File: config.mk
export PLATFORM = sky130hd
export DESIGN_NAME = hazard_ctrl
export DESIGN_NICKNAME = d
export VERILOG_FILES = /design/src/rtl/hazard_ctrl.sv
export SDC_FILE = /design/constraint.sdc
export NUM_CORES = 1
export LEC_CHECK = 0
export CAP_MARGIN = 15
export CORE_UTILIZATION = 36
export CTS_CLUSTER_SIZE = 12
export DETAILED_ROUTE_END_ITERATION = 16
export PLACE_DENSITY_LB_ADDON = 0.08
export SYNTH_ARGS = -nofsm -noshare
export SYNTH_HDL_FRONTEND = slang
export SYNTH_SLANG_ARGS = --single-unit
File: constraint.sdc
create_clock -name clk_i -period 2.2 [get_ports clk_i]
set_input_delay 0.55 -clock clk_i [delete_from_list [all_inputs] [get_ports clk_i]]
set_output_delay 0.55 -clock clk_i [all_outputs]
set_load 0.005 [all_outputs]
File: src/rtl/hazard_ctrl.sv
// Pipeline hazard control: load-use bubbles, redirect flushes, MDU stalls, stall watchdog.
// Optional event counters are built when HAZARD_PERF_EN is defined.
module hazard_ctrl #(
    parameter int REDIRECT_BUBBLES = 1,
    parameter int STALL_TIMEOUT    = 1024
) (
    input  logic        clk_i,
    input  logic        rst_ni,
    input  logic        id_valid_i,
    input  logic [4:0]  id_rs1_i,
    input  logic [4:0]  id_rs2_i,
    input  logic        id_uses_rs1_i,
    input  logic        id_uses_rs2_i,
    input  logic        ex_valid_i,
    input  logic [4:0]  ex_rd_i,
    input  logic        ex_is_load_i,
    input  logic        ex_redirect_i,
    input  logic        ex_mdu_start_i,
    input  logic        mdu_done_i,
    output logic        pc_stall_o,
    output logic        ifid_stall_o,
    output logic        ifid_flush_o,
    output logic        idex_flush_o,
    output logic        exmem_flush_o,
    output logic        ex_sel_mdu_o,
    output logic        stall_timeout_o,
    output logic [31:0] perf_loaduse_o,
    output logic [31:0] perf_redirect_o,
    output logic [31:0] perf_stall_o
);

    localparam int SW = $clog2(STALL_TIMEOUT + 1);

    typedef enum logic [1:0] {RUN, FLUSH, MDU_WAIT} state_t;

    state_t        state_q, state_d;
    logic [3:0]    fcnt_q, fcnt_d;
    logic [SW-1:0] scnt_q;
    logic          timeout_q;

    logic redirect, load_use, mdu_start;
    logic pc_stall, ifid_stall, ifid_flush;
    logic idex_flush, exmem_flush, sel_mdu;

    assign redirect  = ex_redirect_i & ex_valid_i;
    assign mdu_start = ex_mdu_start_i & ex_valid_i;
    assign load_use  = id_valid_i & ex_valid_i & ex_is_load_i
                     & (ex_rd_i != 5'd0)
                     & ((id_uses_rs1_i & (id_rs1_i == ex_rd_i))
                      | (id_uses_rs2_i & (id_rs2_i == ex_rd_i)));

    always_comb begin
        state_d     = state_q;
        fcnt_d      = fcnt_q;
        pc_stall    = 1'b0;
        ifid_stall  = 1'b0;
        ifid_flush  = 1'b0;
        idex_flush  = 1'b0;
        exmem_flush = 1'b0;
        sel_mdu     = 1'b0;
        unique case (state_q)
            MDU_WAIT: begin
                pc_stall    = ~mdu_done_i;
                ifid_stall  = ~mdu_done_i;
                idex_flush  = ~mdu_done_i;
                exmem_flush = ~mdu_done_i;
                if (mdu_done_i) begin
                    sel_mdu = 1'b1;
                    state_d = RUN;
                end
            end
            default: begin
                if (state_q == FLUSH) begin
                    ifid_flush = 1'b1;
                    fcnt_d     = fcnt_q - 4'd1;
                    if (fcnt_q <= 4'd1) state_d = RUN;
                end
                if (redirect) begin
                    ifid_flush = 1'b1;
                    idex_flush = 1'b1;
                    if (REDIRECT_BUBBLES > 1) begin
                        state_d = FLUSH;
                        fcnt_d  = 4'(REDIRECT_BUBBLES - 1);
                    end
                end else if (mdu_start) begin
                    if (mdu_done_i) begin
                        sel_mdu = 1'b1;
                    end else begin
                        pc_stall    = 1'b1;
                        ifid_stall  = 1'b1;
                        idex_flush  = 1'b1;
                        exmem_flush = 1'b1;
                        state_d     = MDU_WAIT;
                        fcnt_d      = 4'd0;
                    end
                end else if (load_use) begin
                    pc_stall   = 1'b1;
                    ifid_stall = 1'b1;
                    idex_flush = 1'b1;
                end
            end
        endcase
    end

    always_ff @(posedge clk_i or negedge rst_ni) begin
        if (!rst_ni) begin
            state_q <= RUN;
            fcnt_q  <= 4'd0;
        end else begin
            state_q <= state_d;
            fcnt_q  <= fcnt_d;
        end
    end

    // Saturating run-length of PC stalls; the error flag is sticky.
    always_ff @(posedge clk_i or negedge rst_ni) begin
        if (!rst_ni) begin
            scnt_q    <= '0;
            timeout_q <= 1'b0;
        end else if (pc_stall) begin
            if (scnt_q != SW'(STALL_TIMEOUT)) scnt_q <= scnt_q + 1'b1;
            if (scnt_q >= SW'(STALL_TIMEOUT - 1)) timeout_q <= 1'b1;
        end else begin
            scnt_q <= '0;
        end
    end

    assign pc_stall_o      = rst_ni & pc_stall;
    assign ifid_stall_o    = rst_ni & ifid_stall;
    assign ifid_flush_o    = rst_ni & ifid_flush;
    assign idex_flush_o    = rst_ni & idex_flush;
    assign exmem_flush_o   = rst_ni & exmem_flush;
    assign ex_sel_mdu_o    = rst_ni & sel_mdu;
    assign stall_timeout_o = timeout_q;

`ifdef HAZARD_PERF_EN
    logic        lu_take, redir_take;
    logic [31:0] cnt_lu, cnt_redir, cnt_stall;

    assign redir_take = (state_q != MDU_WAIT) & redirect;
    assign lu_take    = (state_q != MDU_WAIT) & ~redirect
                      & ~mdu_start & load_use;

    always_ff @(posedge clk_i or negedge rst_ni) begin
        if (!rst_ni) begin
            cnt_lu    <= '0;
            cnt_redir <= '0;
            cnt_stall <= '0;
        end else begin
            if (lu_take)    cnt_lu    <= cnt_lu + 32'd1;
            if (redir_take) cnt_redir <= cnt_redir + 32'd1;
            if (pc_stall)   cnt_stall <= cnt_stall + 32'd1;
        end
    end

    assign perf_loaduse_o  = cnt_lu;
    assign perf_redirect_o = cnt_redir;
    assign perf_stall_o    = cnt_stall;
`else
    assign perf_loaduse_o  = 32'd0;
    assign perf_redirect_o = 32'd0;
    assign perf_stall_o    = 32'd0;
`endif

endmodule
==> impl.org <==
** Placed design
- The congestion estimate from routability-driven global placement came to 0.7529.
- After detailed placement, the total cell area comes to between 0.002 and 0.0025 mm2.
- Cell total after placement :: ~340
- Summed over all nets, the half-perimeter wirelength after detailed placement is about 2600 um.
- Number of I/O port buffers :: 31

** GRT
- Total global-route track usage :: 0.1175
- Summed over all layers, the global routing overflow is 0.
- Entering global routing, the biggest net connects 14 pins.
- Number of antenna violations at the first check in global routing :: 0
- The layer flagged by global routing as most heavily used is met2.
- Vias in the first global route :: approximately 1100
- In the global route stage, met2 resource usage came out at 0.1972.
- First-pass GRT wire length :: between 5000 and 6000 um
- Grt met1 use :: 0.1540
- Met3 track utilization from global routing :: 0.03213

** STA
- Setup repair after global routing left no endpoint under its margin.
- Highest attainable clock frequency :: approximately 470 MHz
- Summed over all failing endpoints, the final setup total negative slack is 0 ns.
- Setup Viol. Count Final :: 0
- In the finished design, the share of the clock period the worst path needs comes to 0.9631.
- Worst clock skew :: about 0.0017 ns
- Clock period minus final worst setup slack :: roughly 2.1 ns
- The max-slew violation total from the final report came to 0.
- The final number of hold-violating endpoints came to 0.

** Clock tree
- Number of H-tree levels :: 1
- Clock-pin slew was measured on the worst setup and hold paths at approximately 0.070 ns.
- Clock latency reported for the late side of the worst-skew pair :: roughly 0.25 ns
- Number of buffers created by CTS :: 3
- # clock sinks :: 18
- TritonCTS built the clock tree.
- Maximum clock path buffer count :: 2
- CTS placed an instance of clkbuf_8 at the clock tree root.

** Cells and area
- From synthesis to final layout, the design area changed by 7.773%.
- For this run, the post-layout net count is approximately 300.
- Post-Layout Inst Area :: 0.002047 mm2
- Share of post-route cells with drive strength above 1 :: 0.1673
- The number of antenna diodes in the final layout is 0.
- Post-route insts no fill :: ~350
- Measured on the finished design, the core utilization comes to 0.4008.

** Setup path
- Max Fanout on Critical Path :: 2
- Crit start category :: primary input
- Critical path start-end classification :: in -> out
- STA puts the critical path data arrival time at ~1.6 ns.
- STA classifies the critical path endpoint as an output port.
- Data required time of the critical path :: between 1.5 and 2 ns

** Logic synthesis
- Yosys cell types :: 35
- After synthesis, the share of flip-flops with an asynchronous set or reset is 1.000.
- Counting flops with a built-in enable in the synthesized netlist gives 0.
- In the synthesized netlist the dominant register cell turns out to be dfrtp_1.
- Post-synthesis instance total :: ~230
- In this run the cell area of the synthesized design comes to between 0.0015 and 0.002 mm2.
- Of the synthesized area, sequential elements account for 0.2372.
- In this run, synthesis produced a sequential element count of 18.
- In this run the mean area of a mapped cell was between 8 and 9 um2.
- Number of warning messages in the yosys log :: 0

** Routing
- Total Routed Length :: roughly 3100 um
- Antenna Violating Nets Remaining :: 0
- Dividing the detail-routed via count by the number of cells gives about 3.8.
- The first routing iteration left 45 violations.
- 1st-pass router iterations :: 4
- In the final routed layout, each cell accounts on average for roughly 9.1 um.
- Number of vias after detailed routing :: around 1300
- Number of DRC violations after detailed routing :: 0

** Die
- For this configuration, the core starts out at a cell density of 0.3719.
- Row generation in the floorplan step produced 26 rows.
- Die width :: between 70 and 80 um
- Pin placement for this block handled 128 I/O pins.
- Die outline area :: between 0.005 and 0.006 mm2
- From bottom edge to top edge, the die measures 74.64 um.
- Core area :: approximately 0.0051 mm2

** Power and ir drop
- The analysis attributes to cell leakage a power of about 1.1 nW.
- Max VDD drop :: roughly 0.28 mV
- Power per Cell Area :: approximately 380 mW/mm2

** Worst hold path
- Hold WC Path Type :: reg -> reg

** Job
- Across the run, the number of max-cap violations was 0.

** Outcome
- Status :: finished, final reports clean
## kinds of logic after synthesis
logic type | count (synthesis) | synth area share
buffers and inverters | 107 | 0.4078
XOR/XNOR | 20 | 0.09223
other | 1 | 0.001974
flip-flops | 18 | 0.2372
adder cells (fa/ha/maj) | 5 | 0.03162
AND/OR/NAND/NOR | 58 | 0.1535
AO/OA/AOI/OAI | 22 | 0.07576
## state kept, by name, indices dropped and copies added, names as in the netlist
register,flops
scnt_q,11
state_q,2
stall_timeout_o,1
fcnt_q,4
## synth_stat cells (3+ instances only)
| master | n | area [um2] |
|---|---|---|
| nand4_1 | 4 | 25.02 |
| xor2_1 | 7 | 61.31 |
| inv_1 | 8 | 30.03 |
| dfrtp_1 | 18 | 450.4 |
| o21ai_0 | 8 | 40.04 |
| buf_4 | 97 | 728.2 |
| a21oi_1 | 5 | 25.02 |
| nand3_1 | 4 | 20.02 |
| xnor2_1 | 13 | 113.9 |
| nor3_1 | 4 | 20.02 |
| ha_1 | 4 | 50.05 |
| nor2_1 | 17 | 63.81 |
| nand2_1 | 14 | 52.55 |
| nor2b_1 | 3 | 18.77 |
| and3_1 | 3 | 18.77 |
## cell type report
class	count	area (um2)
clock buffers	4	55.05
inverters	8	30.03
repair buffers	44	346.6
multi-input cells	201	1077
well taps	70	87.58
flip-flops and latches	18	450.4
fillers	564	3060
## layer usage
metal	part of all wire	wire, um
met5	0	0
met3	0.066	208
met2	0.48	1493
met1	0.45	1420
met4	0.0035	11
## repair_timing
item                                    in CTS  in global routing
pin swaps                                   18                  7
resized for setup                           89                  8
buffers inserted                             1                  0
hold buffers                                 0                  0
endpoints found under the setup margin       6                  3
hold endpoints to repair                     0                  0
## worst paths after layout
path / startpoint / cells after the start / slack (ns) / endpoint
max: id_rs2_i[3] / 7 / 0.08 / pc_stall_o
min: fcnt_q[3] / 1 / 0.48 / fcnt_q[3]
max reg2reg: scnt_q[0] / 7 / 0.58 / scnt_q[2]
min reg2reg: fcnt_q[3] / 1 / 0.48 / fcnt_q[3]
max in group asynchronous: rst_ni / 3 / 1.25 / scnt_q[4]
min in group asynchronous: rst_ni / 2 / 0.61 / state_q[0]
## critical path: stages
cell and delay (ns):
clkdlybuf4s15_1 0.18, xnor2_1 0.15, nand2_1 0.08, o22ai_2 0.20
a32oi_2 0.14, nor2b_2 0.15, buf_2 0.12
## per-stage QoR
stage,hold slack [ns],setup slack [ns],power (W)
6_report,0.4821,0.08127,0.0007760
5_1_grt,0.5137,0.008090,0.0008327
4_1_cts,0.4828,0.005780,0.0007841
3_5_place_dp,0.4676,-0.7935,0.0005225
3_3_place_gp,0.4802,-0.7710,0.0005237
2_1_floorplan,0.2544,0.1941,0.0005532
## placed cells by master, fill, tap and decap left out, types with 3 or more instances in the layout
master,count
nand4_1,4
xnor2_1,9
conb_1,96
o21ai_0,7
clkdlybuf4s15_1,3
dlygate4sd2_1,6
dfrtp_1,18
nand2_1,14
buf_6,3
buf_4,10
nor2_1,17
xor2_1,7
a21oi_1,3
buf_2,15
inv_1,8
xnor2_2,4
ha_1,4
nand3_1,4
and3_1,3
clkbuf_8,4
nor3_1,4
## where the power goes
group	switching, W	internal, W
Combinational	0.0000974	0.0000753
Sequential	0.00000340	0.000333
Clock	0.000108	0.000159
(Power assumes the default switching activity.)
